File: config.mk
export PLATFORM = sky130hd
export DESIGN_NAME = decoder_nx_scan
export DESIGN_NICKNAME = d
export VERILOG_FILES = /design/src/rtl/decoder_pkg.sv /design/src/rtl/dec_prescaler.sv /design/src/rtl/decoder_nx_scan.sv
export SDC_FILE = /design/constraint.sdc
export NUM_CORES = 1
export LEC_CHECK = 0
export ABC_AREA = 1
export CORE_MARGIN = 5
export CORE_UTILIZATION = 38
export CTS_CLUSTER_SIZE = 10
export DETAILED_ROUTE_END_ITERATION = 10
export PLACE_DENSITY = 0.74
export SYNTH_ARGS = -nofsm -noshare
export SYNTH_HDL_FRONTEND = slang
export SYNTH_SLANG_ARGS = --single-unit
File: constraint.sdc
create_clock -name clk -period 1.19 [get_ports clk]
set_input_delay 0.119 -clock clk [delete_from_list [all_inputs] [get_ports clk]]
set_output_delay 0.119 -clock clk [all_outputs]
set_load 0.005 [all_outputs]
File: src/rtl/decoder_pkg.sv
// Shared types and helpers for the registered N-to-2^N decoder.
// Optional SCAN support elsewhere is guarded by DECODER_SCAN_EN.
package decoder_pkg;

   typedef enum logic [1:0] {
      IDLE   = 2'd0,
      DIRECT = 2'd1,
      SCAN   = 2'd2
   } dec_state_t;

   localparam logic MODE_DIRECT = 1'b0;
   localparam logic MODE_SCAN   = 1'b1;

   // Sized for the widest supported decoder (N = 6); callers truncate to OUTS.
   function automatic logic [63:0] onehot(input logic [5:0] idx, input logic pol);
      logic [63:0] v;
      v = 64'd1 << idx;
      return pol ? v : ~v;
   endfunction

endpackage

File: src/rtl/dec_prescaler.sv
// Step-tick generator for SCAN mode: ticks every PRESCALE cycles while not cleared.
module dec_prescaler #(
   parameter int PRESCALE = 4
) (
   input  logic clk,
   input  logic rst_n,
   input  logic clear_i,
   output logic tick_o
);

   localparam int CW = (PRESCALE > 1) ? $clog2(PRESCALE) : 1;
   localparam logic [CW-1:0] LAST = CW'(PRESCALE - 1);

   logic [CW-1:0] cnt_q, cnt_d;

   assign tick_o = !clear_i && (cnt_q == LAST);

   always_comb begin
      cnt_d = cnt_q;
      if (clear_i || tick_o) begin
         cnt_d = '0;
      end else begin
         cnt_d = cnt_q + CW'(1);
      end
   end

   always_ff @(posedge clk or negedge rst_n) begin
      if (!rst_n) begin
         cnt_q <= '0;
      end else begin
         cnt_q <= cnt_d;
      end
   end

endmodule

File: src/rtl/decoder_nx_scan.sv
// Registered one-hot decoder with DIRECT (handshaked select) and SCAN (auto-step) modes.
// SCAN, its prescaler and the wrap pulse exist only when DECODER_SCAN_EN is defined.
module decoder_nx_scan
   import decoder_pkg::*;
#(
   parameter int N        = 3,
   parameter int PRESCALE = 4,
   parameter bit OUT_POL  = 1'b1
) (
   input  logic            clk,
   input  logic            rst_n,
   input  logic            en,
   input  logic            mode,
   input  logic            sel_valid,
   output logic            sel_ready,
   input  logic [N-1:0]    sel,
   output logic [2**N-1:0] dout,
   output logic [N-1:0]    idx,
   output logic            wrap,
   output dec_state_t      state_dbg
);

   localparam int OUTS = 2**N;
   localparam logic [OUTS-1:0] NONE = OUT_POL ? '0 : '1;

   // Handshake: sel is consumed on any rising edge where sel_valid && sel_ready;
   // sel_ready depends only on the registered state, never on sel_valid.

   dec_state_t       st_q, st_d;
   logic [OUTS-1:0]  dout_q, dout_d;
   logic [N-1:0]     idx_q, idx_d;
   logic             wrap_q, wrap_d;
   logic             tick;

`ifdef DECODER_SCAN_EN
   logic scan_clear;

   always_comb begin
      st_d = IDLE;
      if (en) begin
         st_d = (mode == MODE_DIRECT) ? DIRECT : SCAN;
      end
   end

   // The prescaler only runs while SCAN persists across an edge, so entry and exit restart it.
   assign scan_clear = !((st_q == SCAN) && (st_d == SCAN));

   dec_prescaler #(
      .PRESCALE (PRESCALE)
   ) u_prescaler (
      .clk     (clk),
      .rst_n   (rst_n),
      .clear_i (scan_clear),
      .tick_o  (tick)
   );
`else
   logic unused_mode;

   assign unused_mode = (mode == MODE_SCAN);
   assign tick        = 1'b0;

   always_comb begin
      st_d = en ? DIRECT : IDLE;
   end
`endif

   always_comb begin
      dout_d = dout_q;
      idx_d  = idx_q;
      wrap_d = 1'b0;
      case (st_q)
         DIRECT: begin
            if (sel_valid) begin
               idx_d  = sel;
               dout_d = OUTS'(onehot(6'(sel), OUT_POL));
            end
         end
         SCAN: begin
            if (tick) begin
               idx_d  = idx_q + N'(1);
               dout_d = OUTS'(onehot(6'(idx_q + N'(1)), OUT_POL));
               wrap_d = &idx_q;
            end
         end
         default: ;
      endcase
      if ((st_d == SCAN) && (st_q != SCAN)) begin
         idx_d  = '0;
         dout_d = OUTS'(onehot(6'd0, OUT_POL));
      end
      // Dropping enable blanks the output on the same edge; idx keeps its value.
      if (st_d == IDLE) begin
         dout_d = NONE;
      end
   end

   always_ff @(posedge clk or negedge rst_n) begin
      if (!rst_n) begin
         st_q   <= IDLE;
         dout_q <= NONE;
         idx_q  <= '0;
         wrap_q <= 1'b0;
      end else begin
         st_q   <= st_d;
         dout_q <= dout_d;
         idx_q  <= idx_d;
         wrap_q <= wrap_d;
      end
   end

   assign sel_ready = (st_q == DIRECT);
`ifdef DECODER_SCAN_EN
   assign wrap      = wrap_q;
`else
   assign wrap      = 1'b0;
`endif
   assign dout      = dout_q;
   assign idx       = idx_q;
   assign state_dbg = st_q;

endmodule

After elaboration in Yosys (flattened, before gate mapping)
Index checks and enable logic that the tools add are counted.
- flip-flop bits (word level): 12
- input port bits: 8
- output and inout port bits: 15
- word-level logic and storage cells: 23
- equal/unequal tests: 3
- shift-type cells: 1
- muxes and demuxes: 8
- reduce and logical (&&, ||, !) cells: 8
- operator list (operator ; number):
    8-bit two-way mux ; 4
    3-bit two-way mux ; 3
    1-bit by 3-bit << shifter with 8-bit output, first input constant ; 1
    3-bit nonzero test ; 2
    2-bit AND reduction ; 2
    2-bit nonzero test ; 2
    1-bit by 2-bit equality test with 1-bit output, second input constant ; 1
    2-bit zero test ; 1
    1-bit by 2-bit inequality test with 1-bit output, second input constant ; 1
    1-bit equality test, second input constant ; 1
    1-bit logical AND ; 1
    1-bit two-way mux ; 1

Logic depth before layout (Yosys ltp)
Gate-level depths: netlist (run 1).
- depth in word-level cells: 5
- depth in mapped cells: 5
- mapped depth without buffers: 5

Worst setup path before layout (run 1)
No wires, ideal clock.
- path type: register to register
- start point: register st_q[0] (netlist: state_dbg[0])
- end point: register dout_q[0] (netlist: dout[0])
- setup time: 0.076 ns
- arrival time: 0.791 ns
- required time: 1.114 ns
- setup slack: 0.322 ns
- stages on the path, launching flop included: 6
- path buffers: 0
- clock period less this slack: 0.868 ns
- path through: dfrtp_1 nand2_4 nand2_2 inv_2 nand2_1 o21ai_1
- word-level cells in the longest chain between the ends: 4
- elaborated cells on any way between the ends: 8
- those cells by class: eq/ne: 2; mux: 2; reduce/logical: 4
- ends and longest elaborated chain (what ; RTL line ; RTL):
    start, declared ; decoder_nx_scan.sv:29 ; dec_state_t st_q, st_d;
    start signal, assigned ; decoder_nx_scan.sv:104 ; st_q <= st_d;
    1-bit by 2-bit inequality test with 1-bit output ; decoder_nx_scan.sv:87 ; if ((st_d == SCAN) && (st_q != SCAN)) begin
    1-bit logical AND ; decoder_nx_scan.sv:87 ;
    3-bit nonzero test (no source line) or 8-bit two-way mux (tied branches) ; n/a ;
    2-bit AND reduction (no source line) or 8-bit two-way mux (tied branches) ; n/a ;
    end signal, assigned ; decoder_nx_scan.sv:105 ; dout_q <= dout_d;
    end, declared ; decoder_nx_scan.sv:30 ; logic [OUTS-1:0] dout_q, dout_d;
Several ways; a longest one is shown, not always the timed one.
A chain may end at the register's enable or synchronous reset.

Worst setup path after layout (run 1)
- start point: register st_q[0] (netlist: state_dbg[0])
- end point: output state_dbg[0]
- RTL lines (what ; RTL line ; RTL):
    end, declared ; decoder_nx_scan.sv:20 ; output dec_state_t state_dbg
No word-level cell between the ends.

==> results of run 1 <==
## layout make-up
class                   instances  area share [%]
flip-flops and latches         12            37.7
clock buffers                   4            4.56
repair buffers                 27            29.4
multi-input cells              37            23.0
well taps                      15            2.36
inverters                       5            2.99
## logic make-up after synthesis
group           Yosys count  share of synthesized area (%)
flops                    12                           59.3
compound gates            6                           5.93
simple gates             29                           25.9
other cells               1                          0.740
buf+inv                   8                           8.15
## routing by layer
| layer | share of wire (%) | up-vias |
|---|---|---|
| li1 | - | 228 |
| met1 | 41 | 210 |
| met2 | 48 | 17 |
| met3 | 9.6 | 2 |
| met4 | 1.5 | 0 |
| met5 | 0 | - |
## critical path, cell delays in order, from the launching register on
cell                            delay [ns]
sky130_fd_sc_hd__dfrtp_1              0.37
sky130_fd_sc_hd__buf_4                0.13
sky130_fd_sc_hd__dlygate4sd2_1        0.25
## power by group
group / leakage [nW] / switching [mW] / total, mW / internal, mW
Combinational: 0.265 / 0.0705 / 0.147 / 0.0763
Sequential: 0.159 / 0.00948 / 0.438 / 0.429
Clock: 0.0210 / 0.131 / 0.316 / 0.186
Total: 0.445 / 0.211 / 0.901 / 0.691
## cells in the final DEF, fill, tap and decap left out
cell type,n
sky130_fd_sc_hd__nand2_1,20
sky130_fd_sc_hd__dlygate4sd2_1,13
sky130_fd_sc_hd__dfrtp_1,12
sky130_fd_sc_hd__buf_4,8
sky130_fd_sc_hd__clkdlybuf4s50_1,6
sky130_fd_sc_hd__nand3_1,4
sky130_fd_sc_hd__o21ai_1,4
sky130_fd_sc_hd__inv_1,3
sky130_fd_sc_hd__clkbuf_4,3
sky130_fd_sc_hd__nor2_1,2
sky130_fd_sc_hd__o21ai_0,2
sky130_fd_sc_hd__conb_1,2
sky130_fd_sc_hd__nand2_8,1
sky130_fd_sc_hd__nand2_4,1
sky130_fd_sc_hd__inv_6,1
sky130_fd_sc_hd__nor2_4,1
sky130_fd_sc_hd__inv_2,1
sky130_fd_sc_hd__clkbuf_8,1
## metrics by stage
stage / power [mW] / instance area, um2
2_1_floorplan: 0.500 / 510
3_3_place_gp: 0.580 / 704
3_5_place_dp: 0.584 / 704
4_1_cts: 0.904 / 777
5_1_grt: 0.944 / 796
6_report: 0.901 / 796
## state kept, by name (all words and copies together) (netlist names)
name / flops
dout: 8
idx: 3
state_dbg: 1
## how the worst max path moves through the flow
stage	to	slack, ns
2_1_floorplan	dout[0]	0.32
3_3_place_gp	dout[2]	0.04
3_5_place_dp	dout[4]	0.03
4_1_cts	dout[4]	0.03
5_1_grt	state_dbg[0]	0.02
6_report	state_dbg[0]	0.05
## repair_timing
item	CTS	global route
setup buffers	7	0
setup endpoints to repair	13	8
pin swaps	0	0
resized for setup	13	4
==> tab_implementation.tex, run 1 <==
\begin{tabular}{lr}
\hline
Metric & Value \\
\hline
\multicolumn{2}{l}{\textbf{Outcome}} \\
\quad Outcome & complete, no violations \\
\multicolumn{2}{l}{\textbf{Worst setup path}} \\
\quad Worst Path Arrival & 1.02 ns \\
\quad Type of the worst setup path & register to output port \\
\quad Startpoint of the lowest-slack register-to-register path & state\_dbg[0] \\
\quad Worst EP required & between 1 and 1.5 ns \\
\quad Cell depth of the worst flop-to-flop path & 7 \\
\quad Worst R2R Setup Slack & approximately 0.12 ns \\
\quad Crit path launch type & register \\
\quad Crit end category & output port \\
\quad Terminus of the critical flop-to-flop path & dout[4] \\
\quad Crit path launch & state\_dbg[0] \\
\quad Top fanout value on the critical path & 2 \\
\multicolumn{2}{l}{\textbf{Drt}} \\
\quad Remaining number of nets flagged by the antenna check after routing & 0 \\
\quad Post-detailed-route via-to-cell ratio & roughly 4.6 \\
\quad Total routed wirelength & about 1.1 mm \\
\quad 1st-pass router iterations & 4 \\
\quad Number of design-rule violations left by the first detailed-router iteration & 10 \\
\quad Post-DR wirelength/cell & $\sim$11 um \\
\quad Vias after detailed routing & 457 \\
\quad Post-route DRC & 0 \\
\multicolumn{2}{l}{\textbf{Timing}} \\
\quad Smallest hold slack & between 0.15 and 0.2 ns \\
\quad RSZ-0062 raised after global routing & no \\
\quad Final worst setup slack & 0.0532 ns \\
\quad Final setup skew & between 0.001 and 0.0015 ns \\
\quad Achievable Freq & $\sim$880 MHz \\
\quad Minimum clock period & 1.14 ns \\
\quad Fin Setup TNS & 0 ns \\
\quad Slew Viols, Final & 0 \\
\quad Final number of setup-violating endpoints & 0 \\
\quad Tcrit/Tclk final & 95.5\% \\
\quad Hold violation count in the final report & 0 \\
\multicolumn{2}{l}{\textbf{Synth}} \\
\quad Top cell types by occurrence after synthesis & 20 x sky130\_fd\_sc\_hd\_\_nand2\_1, 12 x sky130\_fd\_sc\_hd\_\_dfrtp\_1, 4 x sky130\_fd\_sc\_hd\_\_nand3\_1, 4 x sky130\_fd\_sc\_hd\_\_o21ai\_1 \\
\quad Post-synth EDFFs & 0 \\
\quad Most used flip-flop cell after synthesis & sky130\_fd\_sc\_hd\_\_dfrtp\_1 \\
\quad Biggest area contributors in the synthesized netlist & sky130\_fd\_sc\_hd\_\_dfrtp\_1 59\%, sky130\_fd\_sc\_hd\_\_nand2\_1 15\%, sky130\_fd\_sc\_hd\_\_buf\_4 4.4\% \\
\quad Warnings from Yosys & 0 \\
\quad Library cell occupying the most area in the post-synthesis netlist & sky130\_fd\_sc\_hd\_\_dfrtp\_1 \\
\quad Async S/R FF share, synth & 100\% \\
\quad Unique masters post-synth & 13 \\
\quad Post-Syn Instances & 56 \\
\quad Synthesized flop and latch total & 12 \\
\quad Syn avg cell area & a little over 9 um2 \\
\quad Share of the synthesized area in the top cell type & 59.3\% \\
\quad Proportion of synthesized chip area in sequential cells & between 50\% and 60\% \\
\quad Cell with the most instances after synthesis & sky130\_fd\_sc\_hd\_\_nand2\_1 \\
\quad Netlist area before placement & around 510 um2 \\
\multicolumn{2}{l}{\textbf{Floorplan}} \\
\quad Core ar. & roughly 0.0013 mm2 \\
\quad Area enclosed by the die boundary & $\sim$0.0022 mm2 \\
\quad Number of cell rows & 13 \\
\quad Initial Utilization & $\sim$40\% \\
\quad Boundary pin count & 23 \\
\quad Die width & roughly 47 um \\
\quad Die Ht & about 47 um \\
\multicolumn{2}{l}{\textbf{Clocking}} \\
\quad Insertion delay to the later sink of the worst-skew pair & around 0.26 ns \\
\quad Number of buffers between clock root and the deepest sink & 2 \\
\quad Clock sink count & 12 \\
\quad Clock tree from TritonCTS & done \\
\quad Cell chosen for the clock root & sky130\_fd\_sc\_hd\_\_clkbuf\_4 \\
\quad Number of levels in the clock H-tree & 1 \\
\quad Count of hold buffers inserted by post-cts repair & 0 \\
\quad Inserted Clock Buffers & 3 \\
\quad Clock slew at reported path FFs & approximately 0.070 ns \\
\multicolumn{2}{l}{\textbf{Place}} \\
\quad Placed instance count & 89 \\
\quad Total half-perimeter wirelength after legalization and detailed placement & 861 um \\
\quad Number of buffer cells added on primary ports & 19 \\
\quad Final Wtd Congestion & $\sim$0.79 \\
\quad Post-place setup slack & 0.0294 ns \\
\multicolumn{2}{l}{\textbf{Global route}} \\
\quad Overflow left after global routing & 0 \\
\quad Met3 track demand over resource & roughly 2.7\% \\
\quad First-pass GRT wire length & approximately 1.9 mm \\
\quad GRT Resource Usage Total & between 10\% and 20\% \\
\quad GR Layer Usage met2 & between 20 and 25\% \\
\quad Maximum number of pins on one net before global-route repair & 13 \\
\quad Via count of the first global-routing pass & 451 \\
\quad Met1 usage & 15.6\% \\
\quad Grt peak-use layer & met2 \\
\quad Initial antenna violation count & 0 \\
\multicolumn{2}{l}{\textbf{Power}} \\
\quad Worst voltage drop across the vdd grid & around 0.65 mV \\
\quad Ratio of total power to cell area & between 1000 and 1500 mW/mm2 \\
\quad Leakage & approximately 0.44 nW \\
\multicolumn{2}{l}{\textbf{Finish}} \\
\quad Diode insertion count for antenna repair & 0 \\
\quad Synthesis-to-finish area growth & 57.0\% \\
\quad Fill count & about 110 \\
\quad Post-layout net count & 94 \\
\quad Ratio of cells with drive above 1 in the final layout & 20.0\% \\
\quad Non-filler cells in the finished layout & 100 \\
\quad Sequential cell area & roughly 300 um2 \\
\quad Multi-input gate area in the final layout & 183 um2 \\
\quad Final cell utilization of the core & between 60 and 70\% \\
\multicolumn{2}{l}{\textbf{Run}} \\
\quad Maximum Capacitance Violations & 0 \\
\multicolumn{2}{l}{\textbf{Min path}} \\
\quad Worst hold path type & primary input to asynchronous set/reset pin \\
\hline
\end{tabular}
Power figures use the tool's default switching activity.
==> run 2, diff against run 1 <==
--- a/config.mk
+++ b/config.mk
@@ -10,7 +10,7 @@
 export CORE_UTILIZATION = 38
 export CTS_CLUSTER_SIZE = 10
 export DETAILED_ROUTE_END_ITERATION = 10
-export PLACE_DENSITY = 0.74
+export PLACE_DENSITY = 0.86
 export SYNTH_ARGS = -nofsm -noshare
 export SYNTH_HDL_FRONTEND = slang
 export SYNTH_SLANG_ARGS = --single-unit
==> run 2 against run 1 <==
Net effect:
- register-to-register slack worse by 0.03 ns
- non-clock buffer count shrank 2
- utilization shrank 1.2 points
- die area did not move
- combinational power is 5% lower
- largest cell class unchanged
- sequential cell count stayed put
- cell count is 2.0% lower
==> tab_implementation.tex, run 2 (synthesized netlist as in run 1, its figures left out) <==
\begin{tabular}{lr}
\hline
Metric & Value \\
\hline
\multicolumn{2}{l}{\textbf{Timing}} \\
\quad Tcrit/Tclk final & between 90\% and 100\% \\
\quad Smallest hold slack & a little under 0.2 ns \\
\quad Slew Viols, Final & 0 \\
\quad Fin Setup TNS & 0 ns \\
\quad Final number of setup-violating endpoints & 0 \\
\quad Minimum clock period & between 1 and 1.5 ns \\
\quad Max\_slew headroom & roughly two thirds \\
\quad Hold violation count in the final report & 0 \\
\quad RSZ-0062 raised after global routing & no \\
\quad Achievable Freq & between 800 and 900 MHz \\
\quad Final setup skew & around 0.007 ns \\
\quad Worst-margin pin slew & around 0.51 ns \\
\multicolumn{2}{l}{\textbf{Global route}} \\
\quad First-pass GRT wire length & roughly 1.7 mm \\
\quad GRT Resource Usage Total & about 11\% \\
\quad Overflow left after global routing & 0 \\
\quad Maximum number of pins on one net before global-route repair & 13 \\
\quad Initial antenna violation count & 0 \\
\quad Via count of the first global-routing pass & between 400 and 500 \\
\multicolumn{2}{l}{\textbf{Finish}} \\
\quad Fill count & 114 \\
\quad Synthesis-to-finish area growth & 54.1\% \\
\quad Post-layout net count & slightly above 90 \\
\quad Ratio of cells with drive above 1 in the final layout & 18.1\% \\
\quad Non-filler cells in the finished layout & 98 \\
\quad Diode insertion count for antenna repair & 0 \\
\quad Most common cell after layout, fill and taps aside & sky130\_fd\_sc\_hd\_\_nand2\_1 \\
\quad Flip-flop count of the largest register after layout & 8 \\
\quad Commonest cells after routing, fill and taps aside & 20 x sky130\_fd\_sc\_hd\_\_nand2\_1, 13 x sky130\_fd\_sc\_hd\_\_dlygate4sd2\_1, 12 x sky130\_fd\_sc\_hd\_\_dfrtp\_1 \\
\multicolumn{2}{l}{\textbf{Drt}} \\
\quad 1st-pass router iterations & 4 \\
\quad Vias after detailed routing & between 400 and 500 \\
\quad Post-DR wirelength/cell & around 11 um \\
\quad Post-detailed-route via-to-cell ratio & approximately 4.5 \\
\quad Post-route DRC & 0 \\
\quad Number of design-rule violations left by the first detailed-router iteration & 22 \\
\quad Total routed wirelength & between 1 and 1.5 mm \\
\quad Remaining number of nets flagged by the antenna check after routing & 0 \\
\multicolumn{2}{l}{\textbf{Place}} \\
\quad Final Wtd Congestion & 0.770 \\
\quad Placed instance count & 88 \\
\quad Number of buffer cells added on primary ports & 19 \\
\quad Total half-perimeter wirelength after legalization and detailed placement & roughly 850 um \\
\multicolumn{2}{l}{\textbf{Min path}} \\
\quad Worst hold path type & primary input to asynchronous set/reset pin \\
\multicolumn{2}{l}{\textbf{Floorplan}} \\
\quad Core ar. & approximately 0.0013 mm2 \\
\quad Area enclosed by the die boundary & about 0.0022 mm2 \\
\quad Initial Utilization & around 39\% \\
\quad Number of cell rows & 13 \\
\quad Die Ht & between 40 and 50 um \\
\quad Boundary pin count & 23 \\
\quad Die width & approximately 47 um \\
\multicolumn{2}{l}{\textbf{Worst setup path}} \\
\quad Crit end category & output port \\
\quad Worst EP required & about 1.1 ns \\
\quad Top fanout value on the critical path & 2 \\
\quad Worst Path Arrival & $\sim$1 ns \\
\quad Crit path launch type & register \\
\quad Type of the worst setup path & register to output port \\
\multicolumn{2}{l}{\textbf{Clocking}} \\
\quad Number of buffers between clock root and the deepest sink & 2 \\
\quad Clock tree from TritonCTS & done \\
\quad Clock slew at reported path FFs & $\sim$0.08 ns \\
\quad Inserted Clock Buffers & 3 \\
\quad Count of hold buffers inserted by post-cts repair & 0 \\
\quad Cell chosen for the clock root & sky130\_fd\_sc\_hd\_\_clkbuf\_4 \\
\quad Number of levels in the clock H-tree & 1 \\
\quad Insertion delay to the later sink of the worst-skew pair & between 0.2 and 0.3 ns \\
\quad Clock sink count & 12 \\
\multicolumn{2}{l}{\textbf{Power}} \\
\quad Ratio of total power to cell area & roughly 1100 mW/mm2 \\
\quad Fraction of power consumed by the clock network & 34.8\% \\
\quad Share of power burned in combinational logic & between 10\% and 20\% \\
\quad Total internal power & roughly 0.68 mW \\
\quad Worst voltage drop across the vdd grid & 0.879 mV \\
\quad Sequential fraction of design power & between 40\% and 50\% \\
\quad Leakage & between 0.4 and 0.5 nW \\
\quad Switching power of the nets & 0.201 mW \\
\quad Switching share of total power & a little under a quarter \\
\multicolumn{2}{l}{\textbf{Run}} \\
\quad Maximum Capacitance Violations & 0 \\
\multicolumn{2}{l}{\textbf{Outcome}} \\
\quad Outcome & complete, no violations \\
\hline
\end{tabular}
[run 2: cell types whose count changed in the layout (fill, tap and decap cells not counted)]
cell                    previous run  this run
sky130_fd_sc_hd__buf_4             8         6
[run 2: worst paths after layout]
path                                   start           end  slack [ns]  depth (start not counted)
worst max register to register  state_dbg[0]       dout[0]        0.09                          7
worst min register to register       dout[3]       dout[3]        0.48                          2
worst min-delay path                   rst_n       dout[2]        0.19                          1
worst max-delay path            state_dbg[0]  state_dbg[0]        0.05                          2
min in group clk                          en  state_dbg[0]        0.48                          1
max in group asynchronous              rst_n        idx[0]        0.65                          1
[run 2: metal layers]
metal	global-route usage [%]	share of wire, %	up-vias
li1	-	-	223
met1	13.3	40	201
met2	17.9	50	17
met3	1.95	8.4	2
met4	5.11	1.8	0
met5	0	0	-
[run 2: through the flow]
stage	util [%]	area (um2)	setup slack, ns	power [mW]
2_1_floorplan	-	510	0.322	0.500
3_3_place_gp	54.2	697	0.0494	0.576
3_5_place_dp	54.2	697	0.0181	0.581
4_1_cts	59.5	764	0.0205	0.889
5_1_grt	60.8	781	0.00820	0.925
6_report	60.8	781	0.0526	0.886
[run 2: critical path: stages (launching register included)]
cell	delay, ns
sky130_fd_sc_hd__dfrtp_1	0.38
sky130_fd_sc_hd__buf_4	0.13
sky130_fd_sc_hd__dlygate4sd2_1	0.25
[run 2: area by class of cell]
cell class	count	area [um2]	share of cell area [%]
flip-flops and latches	12	300	38.5
repair buffers	25	219	28.0
multi-input cells	37	183	23.4
clock buffers	4	36.3	4.65
inverters	5	23.8	3.04
well taps	15	18.8	2.40
[run 2: what timing repair did]
action / in CTS / in global routing
buffers inserted: 6 / 0
pin swaps: 0 / 0
gates resized for setup: 14 / 3
setup endpoints to repair: 13 / 7
[run 2: power groups by stage]
stage               sequential, mW  combinational [mW]  clock (mW)
global placement             0.450               0.127           0
global route                 0.442               0.155       0.329
detailed placement           0.450               0.130           0
floorplan                    0.451              0.0481           0
CTS                          0.439               0.133       0.316
finish                       0.439               0.139       0.308
==> run 3, diff against run 2 <==
==> constraint.sdc (replaced) <==
create_clock -name clk -period 1.17 [get_ports clk]
set_input_delay 0.117 -clock clk [delete_from_list [all_inputs] [get_ports clk]]
set_output_delay 0.117 -clock clk [all_outputs]
set_load 0.005 [all_outputs]
==> run 3 against run 2 <==
Net effect:
- cell area grew 0.16%
- clock power is 21% lower
- first-iteration DRC count down 41%
- utilization is 0.097 points higher
- global-route usage grew 1.5 points
==> tab_implementation.tex, run 3 (synthesized netlist as in run 1, its figures left out) <==
\begin{tabular}{lr}
\hline
Metric & Value \\
\hline
\multicolumn{2}{l}{\textbf{Worst setup path}} \\
\quad Crit path launch type & register \\
\quad Crit end category & register \\
\quad Type of the worst setup path & register to register \\
\quad Worst EP required & 1.32 ns \\
\quad Worst Path Arrival & approximately 1.3 ns \\
\quad Top fanout value on the critical path & 7 \\
\quad Worst R2R Setup Slack & approximately 0.076 ns \\
\multicolumn{2}{l}{\textbf{Finish}} \\
\quad Post-layout net count & just over 90 \\
\quad Synthesis-to-finish area growth & 54.3\% \\
\quad Diode insertion count for antenna repair & 0 \\
\quad Most common cell after layout, fill and taps aside & sky130\_fd\_sc\_hd\_\_nand2\_1 \\
\quad Commonest cells after routing, fill and taps aside & 19 x sky130\_fd\_sc\_hd\_\_nand2\_1, 12 x sky130\_fd\_sc\_hd\_\_dfrtp\_1, 12 x sky130\_fd\_sc\_hd\_\_dlygate4sd2\_1 \\
\quad Flip-flop count of the largest register after layout & 8 \\
\quad Ratio of cells with drive above 1 in the final layout & between 10\% and 20\% \\
\quad Final cell utilization of the core & 60.9\% \\
\multicolumn{2}{l}{\textbf{Drt}} \\
\quad 1st-pass router iterations & 4 \\
\quad Remaining number of nets flagged by the antenna check after routing & 0 \\
\quad Post-DR wirelength/cell & around 12 um \\
\quad Post-detailed-route via-to-cell ratio & about 4.7 \\
\quad Vias after detailed routing & between 400 and 500 \\
\quad Total routed wirelength & 1.12 mm \\
\quad Post-route DRC & 0 \\
\quad Number of design-rule violations left by the first detailed-router iteration & 13 \\
\multicolumn{2}{l}{\textbf{Place}} \\
\quad Number of buffer cells added on primary ports & 19 \\
\quad Post-place setup slack & a little over 0.007 ns \\
\quad Final Wtd Congestion & 0.756 \\
\quad Total half-perimeter wirelength after legalization and detailed placement & between 800 and 900 um \\
\multicolumn{2}{l}{\textbf{Timing}} \\
\quad Tcrit/Tclk final & 93.5\% \\
\quad Minimum clock period & about 1.1 ns \\
\quad Final number of setup-violating endpoints & 0 \\
\quad Achievable Freq & 914 MHz \\
\quad Smallest hold slack & between 0.1 and 0.15 ns \\
\quad Final setup skew & 0.00233 ns \\
\quad Fin Setup TNS & 0 ns \\
\quad Hold violation count in the final report & 0 \\
\quad Slew Viols, Final & 0 \\
\quad Final worst setup slack & between 0.07 and 0.08 ns \\
\quad RSZ-0062 raised after global routing & no \\
\multicolumn{2}{l}{\textbf{Global route}} \\
\quad Initial antenna violation count & 0 \\
\quad Maximum number of pins on one net before global-route repair & 13 \\
\quad Overflow left after global routing & 0 \\
\quad First-pass GRT wire length & 1.81 mm \\
\quad Via count of the first global-routing pass & around 460 \\
\quad GRT Resource Usage Total & roughly an eighth \\
\multicolumn{2}{l}{\textbf{Floorplan}} \\
\quad Number of cell rows & 13 \\
\quad Die Ht & between 40 and 50 um \\
\quad Initial Utilization & 39.4\% \\
\quad Area enclosed by the die boundary & between 0.002 and 0.0025 mm2 \\
\quad Core ar. & between 0.001 and 0.0015 mm2 \\
\quad Die width & 46.5 um \\
\quad Boundary pin count & 23 \\
\multicolumn{2}{l}{\textbf{Min path}} \\
\quad Worst hold path type & primary input to asynchronous set/reset pin \\
\multicolumn{2}{l}{\textbf{Clocking}} \\
\quad Count of hold buffers inserted by post-cts repair & 0 \\
\quad Number of levels in the clock H-tree & 1 \\
\quad Number of buffers between clock root and the deepest sink & 2 \\
\quad Insertion delay to the later sink of the worst-skew pair & 0.27 ns \\
\quad Clock slew at reported path FFs & about 0.07 ns \\
\quad Inserted Clock Buffers & 3 \\
\quad Clock tree from TritonCTS & done \\
\quad Cell chosen for the clock root & sky130\_fd\_sc\_hd\_\_clkbuf\_4 \\
\quad Clock sink count & 12 \\
\multicolumn{2}{l}{\textbf{Power}} \\
\quad Ratio of total power to cell area & 1070 mW/mm2 \\
\quad Worst voltage drop across the vdd grid & $\sim$0.62 mV \\
\quad Leakage & 0.428 nW \\
\quad Power Total & between 0.8 and 0.9 mW \\
\multicolumn{2}{l}{\textbf{Run}} \\
\quad Maximum Capacitance Violations & 0 \\
\multicolumn{2}{l}{\textbf{Outcome}} \\
\quad Outcome & complete, no violations \\
\hline
\end{tabular}
-- run 3: worst paths after layout --
kind | startpoint | to | cells after the start
min | rst_n | dout[6] | 2
max reg2reg | state_dbg[0] | dout[2] | 6
max in group asynchronous | rst_n | dout[3] | 2
max | state_dbg[0] | dout[2] | 6
min in group clk | dout[5] | dout[5] | 2
min reg2reg | dout[5] | dout[5] | 2
-- run 3: routing by layer --
layer | wire length [um] | part of all wire, % | track usage [%]
met1 | 454 | 41 | 12.9
met2 | 566 | 51 | 21.4
met3 | 69 | 6.2 | 1.17
met4 | 24 | 2.2 | 10.2
met5 | 0 | 0 | 0
-- run 3: cell type report --
class	count	area (um2)
inverter	5	26.3
tap	15	18.8
timing repair buffer	25	220
fill	121	503
clock buffer	3	22.5
sequential	12	300
multi-input combinational	37	194
-- run 3: through the flow --
stage	std cells	area, um2
floorplan	57	510
global placement	89	704
detailed placement	89	704
CTS	97	751
global route	97	782
finish	97	782
-- run 3: power by group --
group	total [mW]	internal, mW	switching, mW
Clock	0.244	0.119	0.125
Combinational	0.149	0.0746	0.0744
Sequential	0.447	0.437	0.0102
Total	0.840	0.630	0.210
-- run 3: repair_timing --
action                                  in CTS  in global routing
resized for setup                           14                  7
setup buffers                                5                  0
endpoints found under the setup margin      13                  9
-- run 3: worst max-delay path, cell delays in order (launching register included) --
cell	delay [ns]
sky130_fd_sc_hd__dfrtp_1	0.38
sky130_fd_sc_hd__buf_4	0.13
sky130_fd_sc_hd__buf_4	0.14
sky130_fd_sc_hd__nand2_8	0.09
sky130_fd_sc_hd__nand2_8	0.07
sky130_fd_sc_hd__nand2_1	0.10
sky130_fd_sc_hd__o21ai_1	0.06
